**src/rtl/uart_txrx.sv**
```systemverilog
// Full-duplex 8N1 UART: independent transmitter and receiver sharing one clock.
// Bit timing is a fixed integer divisor of the system clock (CLKS_PER_BIT).
module uart_txrx #(
  parameter int CLKS_PER_BIT = 87
) (
  input  logic       i_Clock,
  input  logic       soft_reset_n,
  input  logic       i_Rx_Serial,
  output logic       o_Rx_DV,
  output logic [7:0] o_Rx_Byte,
  input  logic       i_Tx_DV,
  input  logic [7:0] i_Tx_Byte,
  output logic       o_Tx_Active,
  output logic       o_Tx_Serial,
  output logic       o_Tx_Done
);
  localparam int CNT_W = $clog2(CLKS_PER_BIT);
  localparam logic [CNT_W-1:0] BIT_LAST  = CNT_W'(CLKS_PER_BIT - 1);
  localparam logic [CNT_W-1:0] HALF_LAST = CNT_W'((CLKS_PER_BIT - 1) / 2);

  typedef enum logic [2:0] {TX_IDLE, TX_START, TX_DATA, TX_STOP, TX_CLEANUP} tx_state_t;
  typedef enum logic [2:0] {RX_IDLE, RX_START, RX_DATA, RX_STOP, RX_CLEANUP} rx_state_t;

  tx_state_t        tx_state;
  logic [CNT_W-1:0] tx_cnt;
  logic [2:0]       tx_idx;
  logic [7:0]       tx_data;

  rx_state_t        rx_state;
  logic [CNT_W-1:0] rx_cnt;
  logic [2:0]       rx_idx;
  logic [7:0]       rx_shift;
  logic             rx_armed;
  logic             rx_p0;
  logic             rx_p1;

  // Transmit byte is captured only when a request is accepted in IDLE
  always_ff @(posedge i_Clock) begin
    if (tx_state == TX_IDLE && i_Tx_DV)
      tx_data <= i_Tx_Byte;
  end

  always_ff @(posedge i_Clock or negedge soft_reset_n) begin
    if (!soft_reset_n) begin
      tx_state    <= TX_IDLE;
      tx_cnt      <= '0;
      tx_idx      <= '0;
      o_Tx_Serial <= 1'b1;
      o_Tx_Active <= 1'b0;
      o_Tx_Done   <= 1'b0;
    end else begin
      o_Tx_Done <= 1'b0;
      case (tx_state)
        TX_IDLE: begin
          o_Tx_Serial <= 1'b1;
          tx_cnt      <= '0;
          tx_idx      <= '0;
          if (i_Tx_DV) begin
            o_Tx_Serial <= 1'b0;
            o_Tx_Active <= 1'b1;
            tx_state    <= TX_START;
          end
        end
        TX_START: begin
          if (tx_cnt != BIT_LAST) begin
            tx_cnt <= tx_cnt + 1'b1;
          end else begin
            tx_cnt      <= '0;
            o_Tx_Serial <= tx_data[0];
            tx_state    <= TX_DATA;
          end
        end
        TX_DATA: begin
          if (tx_cnt != BIT_LAST) begin
            tx_cnt <= tx_cnt + 1'b1;
          end else begin
            tx_cnt <= '0;
            if (tx_idx == 3'd7) begin
              o_Tx_Serial <= 1'b1;
              tx_state    <= TX_STOP;
            end else begin
              tx_idx      <= tx_idx + 3'd1;
              o_Tx_Serial <= tx_data[tx_idx + 3'd1];
            end
          end
        end
        TX_STOP: begin
          if (tx_cnt != BIT_LAST) begin
            tx_cnt <= tx_cnt + 1'b1;
          end else begin
            tx_cnt      <= '0;
            o_Tx_Active <= 1'b0;
            o_Tx_Done   <= 1'b1;
            tx_state    <= TX_CLEANUP;
          end
        end
        TX_CLEANUP: tx_state <= TX_IDLE;
        default:    tx_state <= TX_IDLE;
      endcase
    end
  end

  // Two-flop synchronizer stage boundary for the asynchronous serial input
  always_ff @(posedge i_Clock or negedge soft_reset_n) begin
    if (!soft_reset_n) begin
      rx_p0 <= 1'b1;
      rx_p1 <= 1'b1;
    end else begin
      rx_p0 <= i_Rx_Serial;
      rx_p1 <= rx_p0;
    end
  end

  always_ff @(posedge i_Clock) begin
    if (rx_state == RX_DATA && rx_cnt == BIT_LAST)
      rx_shift[rx_idx] <= rx_p1;
  end

  // rx_armed blocks a new start until the line has been seen idle-high again
  always_ff @(posedge i_Clock or negedge soft_reset_n) begin
    if (!soft_reset_n) begin
      rx_state  <= RX_IDLE;
      rx_cnt    <= '0;
      rx_idx    <= '0;
      rx_armed  <= 1'b0;
      o_Rx_DV   <= 1'b0;
      o_Rx_Byte <= 8'h00;
    end else begin
      o_Rx_DV <= 1'b0;
      case (rx_state)
        RX_IDLE: begin
          rx_cnt <= '0;
          rx_idx <= '0;
          if (rx_armed && !rx_p1) begin
            rx_armed <= 1'b0;
            rx_state <= RX_START;
          end else if (rx_p1) begin
            rx_armed <= 1'b1;
          end
        end
        RX_START: begin
          if (rx_cnt != HALF_LAST) begin
            rx_cnt <= rx_cnt + 1'b1;
          end else begin
            rx_cnt   <= '0;
            rx_state <= rx_p1 ? RX_IDLE : RX_DATA;
          end
        end
        RX_DATA: begin
          if (rx_cnt != BIT_LAST) begin
            rx_cnt <= rx_cnt + 1'b1;
          end else begin
            rx_cnt <= '0;
            rx_idx <= rx_idx + 3'd1;
            if (rx_idx == 3'd7)
              rx_state <= RX_STOP;
          end
        end
        RX_STOP: begin
          if (rx_cnt != BIT_LAST) begin
            rx_cnt <= rx_cnt + 1'b1;
          end else begin
            rx_cnt <= '0;
            if (rx_p1) begin
              o_Rx_Byte <= rx_shift;
              o_Rx_DV   <= 1'b1;
            end
            rx_state <= RX_CLEANUP;
          end
        end
        RX_CLEANUP: rx_state <= RX_IDLE;
        default:    rx_state <= RX_IDLE;
      endcase
    end
  end

endmodule

```
**config.mk**
```make
export PLATFORM = sky130hd
export DESIGN_NAME = uart_txrx
export DESIGN_NICKNAME = d
export VERILOG_FILES = /design/src/rtl/uart_txrx.sv
export SDC_FILE = /design/constraint.sdc
export NUM_CORES = 1
export LEC_CHECK = 0
export CORE_MARGIN = 2
export CORE_UTILIZATION = 35
export CTS_BUF_LIST = sky130_fd_sc_hd__clkbuf_16
export CTS_CLUSTER_SIZE = 14
export DETAILED_ROUTE_END_ITERATION = 6
export SETUP_SLACK_MARGIN = 0.05
export SYNTH_ARGS = -nofsm -noshare
export SYNTH_HDL_FRONTEND = slang
export SYNTH_SLANG_ARGS = --single-unit
export TNS_END_PERCENT = 1
```
**constraint.sdc**
```tcl
create_clock -name i_Clock -period 2.04 [get_ports i_Clock]
set_clock_uncertainty 0.15 [all_clocks]
set_input_delay 0.408 -clock i_Clock [delete_from_list [all_inputs] [get_ports i_Clock]]
set_output_delay 0.408 -clock i_Clock [all_outputs]
set_load 0.02 [all_outputs]
```
==> Word-level counts from Yosys, hierarchy flattened <==
Index checks and enable logic that the tools add are counted.
{ "classes": {"muxes": 43, "addsub": 4, "reduce_logical": 24, "magnitude_cmp": 3, "eq_ne": 23, "bitwise_logic": 1} }
{ "op_table": {"columns": ["cell", "n"], "rows": [
  ["$mux 3", 13],
  ["$pmux 3 s4", 2],
  ["$mux 7", 3],
  ["$pmux 7 s3", 1],
  ["$ne 2x2->1 const B", 10],
  ["$mux 1", 15],
  ["$add 7x1->7 const B", 2],
  ["$ne 7x7->1 const B", 2],
  ["$pmux 7 s2", 1],
  ["$eq 3x2->1 const B", 4],
  ["$pmux 3 s2", 2],
  ["$reduce_and 3->1", 4],
  ["$reduce_and 5->1", 2],
  ["$reduce_bool 2->1", 5],
  ["$bwmux 8", 1],
  ["$lt 3x4->1 const B", 2],
  ["$eq 7x7->1 const B", 1],
  ["$ne 7x6->1 const B", 1],
  ["$add 3x1->3 const B", 2],
  ["$eq 3x1->1 const B", 2],
  ["$eq 3x3->1 const B", 2],
  ["$logic_not 3->1", 2],
  ["$reduce_bool 3->1", 2],
  ["$logic_and 1x1->1", 4],
  ["other kinds (12)", 13]
]} }
{ "totals": {"register_bits": 57, "elab_cells": 114} }

==> Logic depth before layout (Yosys ltp) <==
{ "logic_depth": {"depth_word": 6, "mapped_depth": 6} }

==> Worst setup path after synthesis <==
OpenSTA, ideal clock, no wires.
{ "synth_path": {"path_type": "reg2reg", "from": "reg rx_cnt[0]", "to": "reg rx_cnt[3]", "slack_ns": 0.222, "t_required_ns": 1.824, "stages_incl_launch_ff": 6, "arrival_ns": 1.601, "path_buffers": 0, "synth_period_minus_slack_ns": 1.818, "setup_ns": 0.066, "path_cell_list": "dfrtp_1 ha_1 nor4bb_2 a31o_2 a2111oi_0 a221o_1"} }
{ "synth_via": {"elab_chain_cells": 3, "elab_cells_between_ends": 6, "cone_classes": "add/sub (1); eq/ne (2); mux (3)"} }
{ "synth_lines": {"columns": ["element", "line", "text"], "rows": [
  ["start, declared", "30", "logic [CNT_W-1:0] rx_cnt;"],
  ["start signal, assigned", "143", "rx_cnt <= rx_cnt + 1'b1;"],
  ["start signal, assigned", "151", "rx_cnt <= rx_cnt + 1'b1;"],
  ["start signal, assigned", "161", "rx_cnt <= rx_cnt + 1'b1;"],
  ["$add 7x1->7, or another cell as far along", "143, 151, 161", null],
  ["$mux 7, on equally long branches", "150, 160, 142", null],
  ["$pmux 7 s3 (*)", "130", "case (rx_state)"]
]} }
Mark *: on every way between the ends. The rest lies on a longest branch, timed or not.
A chain may end at the register's enable or synchronous reset.

==> Worst setup path in the final report <==
{ "layout_path": {"from": "reg rx_cnt[0]", "to": "reg rx_cnt[5]"} }
Same word-level chain as after synthesis.

==> impl_metrics.py <==
metrics = {
    "route": {
        "postRouteAntennaNets": 0,
        "drc": 0,
        "viasPerCell": 4.98,
        "firstDrtPassIters": 4,
        "post_drt_wl_per_cell_um": 12.8,
        "wl_mm": 4.70,
        "vias": 1826,
        "first_iter_violations": 71,
    },
    "die": {
        "core-area_mm2": 0.00737,
        "die-area_mm2": 0.00841,
        "start_util": 0.366,
        "die_width_um": 91.7,
        "pin_count": 24,
        "die_y_um": 91.7,
        "row_count": 31,
    },
    "logic_synthesis": {
        "synth_common_cells": "dfrtp_1, nor2_1, nand2_1, edfxtp_1",
        "yosys-top-cells-area": "dfrtp_1, edfxtp_1, ha_1",
        "yosys.area.top_type": "dfrtp_1",
        "ys_seq_area_frac": 0.561,
        "yosys_warnings": 0,
        "syn_area_mm2": 0.00269,
        "synth_edf_count": 16,
        "ys.flop_type": "dfrtp_1",
        "synth_cell_types": 53,
        "synthDominantCellAreaShare": 0.353,
        "syn_area_per_cell_um2": 11.8,
        "synthArstFlopShare": 0.719,
        "syn_nets": 248,
        "synth.most_common_cell": "dfrtp_1",
        "synthCells": 228,
        "yosys_register_bits": 57,
    },
    "setup_path": {
        "end_kind": "flop",
        "startpoint_type": "flop",
        "crit_end": "rx_cnt[5]",
        "max_stage_delay_ps": 410,
        "critPathArrivalTime_ps": 2040,
        "critical_path.max_fanout": 7,
        "reg2reg_from": "rx_cnt[0]",
        "crit_cells": 5,
        "startpoint": "rx_cnt[0]",
        "reg2reg_depth": 5,
        "path_buf_inv": 0,
        "crit_path_cell_trace": "ha_1 > nor4bb_2 > a31o_2 > a2111oi_1 > a221o_1",
        "cp_top_family": "compound AO/OA/AOI/OAI gates",
        "crit_required_ps": 2140,
        "r2r_slack_ps": 100,
        "regToRegEndpoint": "rx_cnt[5]",
        "crit_slowest_cell": "dfrtp_1",
        "critPathKind": "flop to flop",
    },
    "global_route": {
        "met3_usage": 0.0329,
        "grt_pass1_wl_mm": 8.42,
        "grt.met1_usage": 0.177,
        "grt_use_met2": 0.177,
        "track_usage": 0.127,
        "grt_pass1_vias": 1753,
        "grt_max_degree": 42,
        "gr-total-overflow": 0,
        "antenna_found_initial": 0,
        "busiest_layer": "met2",
    },
    "layout": {
        "num_antenna_cells": 0,
        "areaGrowthSynthToFinish_pct": 29.6,
        "drive_above_1_share": 0.157,
        "utilization": 0.474,
        "fin_nets": 283,
    },
    "power": {
        "powerDensity_mw_per_mm2": 1200,
        "max-vdd-ir-drop_uv": 565,
        "p_leak_nw": 1.48,
    },
    "place": {
        "port_buffers": 23,
        "dp_hpwl_mm": 3.19,
        "gp_congestion": 0.775,
    },
    "timing": {
        "min_period_ps": 1940,
        "period_share": 0.950,
        "maxSlewViolCount": 0,
        "relSlewSlack": 0.667,
        "rsz0062_at_grt": "yes",
        "max_freq_mhz": 516,
        "hold_violations": 0,
        "setup_viol": 0,
        "fin_setup_tns_ps": 0,
        "worst_slew_pin_slew_ps": 500,
    },
    "status": {
        "status": "finished, final reports clean",
    },
    "clock_tree": {
        "clockRootBuffer": "clkbuf_16",
        "clk_path_buf_depth": 2,
        "path_clk_slew_ps": 50,
        "numCtsBuffers": 9,
        "cts_tree": "done",
        "cts.sinks": 57,
        "clk_latency_ps": 310,
        "htreeDepth": 3,
    },
    "worst_hold_path": {
        "hold_path_class": "flop to flop",
    },
    "job": {
        "maxCapViolCount": 0,
    },
}
layout make-up:
type	instances	area (µm²)
Multi-Input combinational cell	157	1170
Tap cell	99	124
Timing Repair Buffer	31	299
Fill cell	676	3880
Sequential cell	57	1510
Clock inverter	7	133
Inverter	7	26.3
Clock buffer	9	225
cells by family (layout without fill, tap and decap cells):
| family | Yosys count | count (layout) | share of synthesized area |
|---|---|---|---|
| AO/OA/AOI/OAI | 42 | 42 | 0.119 |
| XOR/XNOR | 7 | 7 | 0.0228 |
| adder cells (fa/ha/maj) | 8 | 8 | 0.0372 |
| buffers and inverters | 14 | 54 | 0.0195 |
| flip-flops | 57 | 57 | 0.561 |
| multiplexers | 11 | 11 | 0.0543 |
| AND/OR/NAND/NOR | 89 | 89 | 0.187 |
worst min-delay path by stage:
stage,startpoint,end,slack (ps),depth (start not counted)
final,rx_p0,rx_p1,210,0
after global routing,rx_p0,rx_p1,210,0
after CTS,rx_p0,rx_p1,210,0
after detailed placement,rx_p0,rx_p1,200,0
after global placement,rx_p0,rx_p1,200,0
after floorplan,soft_reset_n,o_Rx_Byte[0],-40,0
per-layer routing:
layer | wire [µm] | part of all wire
met3 | 129 | 0.027
met5 | 0 | 0
met4 | 76 | 0.016
met1 | 2400 | 0.51
met2 | 2090 | 0.45
through the flow:
| stage | area (µm²) | total power (W) | hold WS (ps) | std cells | worst slack (ps) |
|---|---|---|---|---|---|
| 5_1_grt | 3490 | 0.00446 | 215 | 367 | 12.2 |
| 4_1_cts | 3440 | 0.00419 | 211 | 366 | 115 |
| 3_3_place_gp | 3070 | 0.00237 | 198 | 349 | 161 |
| 2_1_floorplan | 2690 | 0.00215 | -37.6 | 228 | 222 |
| 3_5_place_dp | 3070 | 0.00238 | 204 | 349 | 124 |
| 6_report | 3490 | 0.00419 | 211 | 367 | 103 |
registers in the layout, summed over array words and instances (netlist names), 3 cells and up:
name,flops
tx_state,3
rx_shift,8
tx_idx,3
o_Rx_Byte,8
tx_data,8
rx_state,3
tx_cnt,7
rx_cnt,7
rx_idx,3
worst reg2reg max path: cells and delay by family (launching register included):
kind	cells	cell delay [ps]
DFF	1	410
and+or+nand+nor	1	180
AOI/OAI and AO/OA	3	890
adders and majority gates	1	250
power by group:
group	internal, W	leakage, nW	switching (W)
Clock	0.00130	0.174	0.000480
Sequential	0.00136	0.665	0.000243
Combinational	0.000399	0.640	0.000405
Total	0.00307	1.48	0.00113
cells in the final DEF, fill, tap and decap left out, types with 2 or more instances in the layout:
| cell | netlist | routed |
|---|---|---|
| or2_1 | 4 | 4 |
| a21oi_1 | 4 | 4 |
| dfstp_2 | 3 | 3 |
| bufinv_16 | 0 | 4 |
| nand3b_1 | 2 | 2 |
| a41oi_1 | 2 | 2 |
| o211ai_1 | 3 | 3 |
| nand4_1 | 3 | 3 |
| a221o_1 | 4 | 4 |
| xnor2_1 | 4 | 4 |
| buf_4 | 0 | 6 |
| ha_1 | 8 | 8 |
| a221oi_1 | 2 | 2 |
| clkinv_1 | 0 | 2 |
| edfxtp_1 | 16 | 16 |
| dfrtp_1 | 38 | 38 |
| clkdlybuf4s50_1 | 0 | 21 |
| and3_1 | 2 | 2 |
| nor3_1 | 3 | 2 |
| nand3_1 | 8 | 7 |
| nand2_1 | 19 | 19 |
| xor2_1 | 3 | 3 |
| or3_1 | 2 | 2 |
| mux4_2 | 2 | 2 |
| o21ai_0 | 4 | 4 |
| nor2_1 | 22 | 21 |
| inv_1 | 6 | 6 |
| nor3b_1 | 2 | 2 |
| a2111oi_2 | 0 | 2 |
| mux2_1 | 8 | 8 |
| o21ai_1 | 3 | 3 |
| a21o_1 | 3 | 3 |
| and2_1 | 4 | 4 |
| clkbuf_16 | 0 | 9 |
| nand2b_1 | 7 | 7 |
| nor2b_1 | 4 | 4 |
| a22o_1 | 4 | 4 |
repair_timing:
item,4_1_cts,5_1_grt
pin swaps,0,2
setup endpoints to repair,1,16
buffers inserted,0,1
gates resized for setup,1,10
hold buffers,1,0
hold endpoints to repair,38,0
Note: power is estimated with default switching activity, not from simulation.
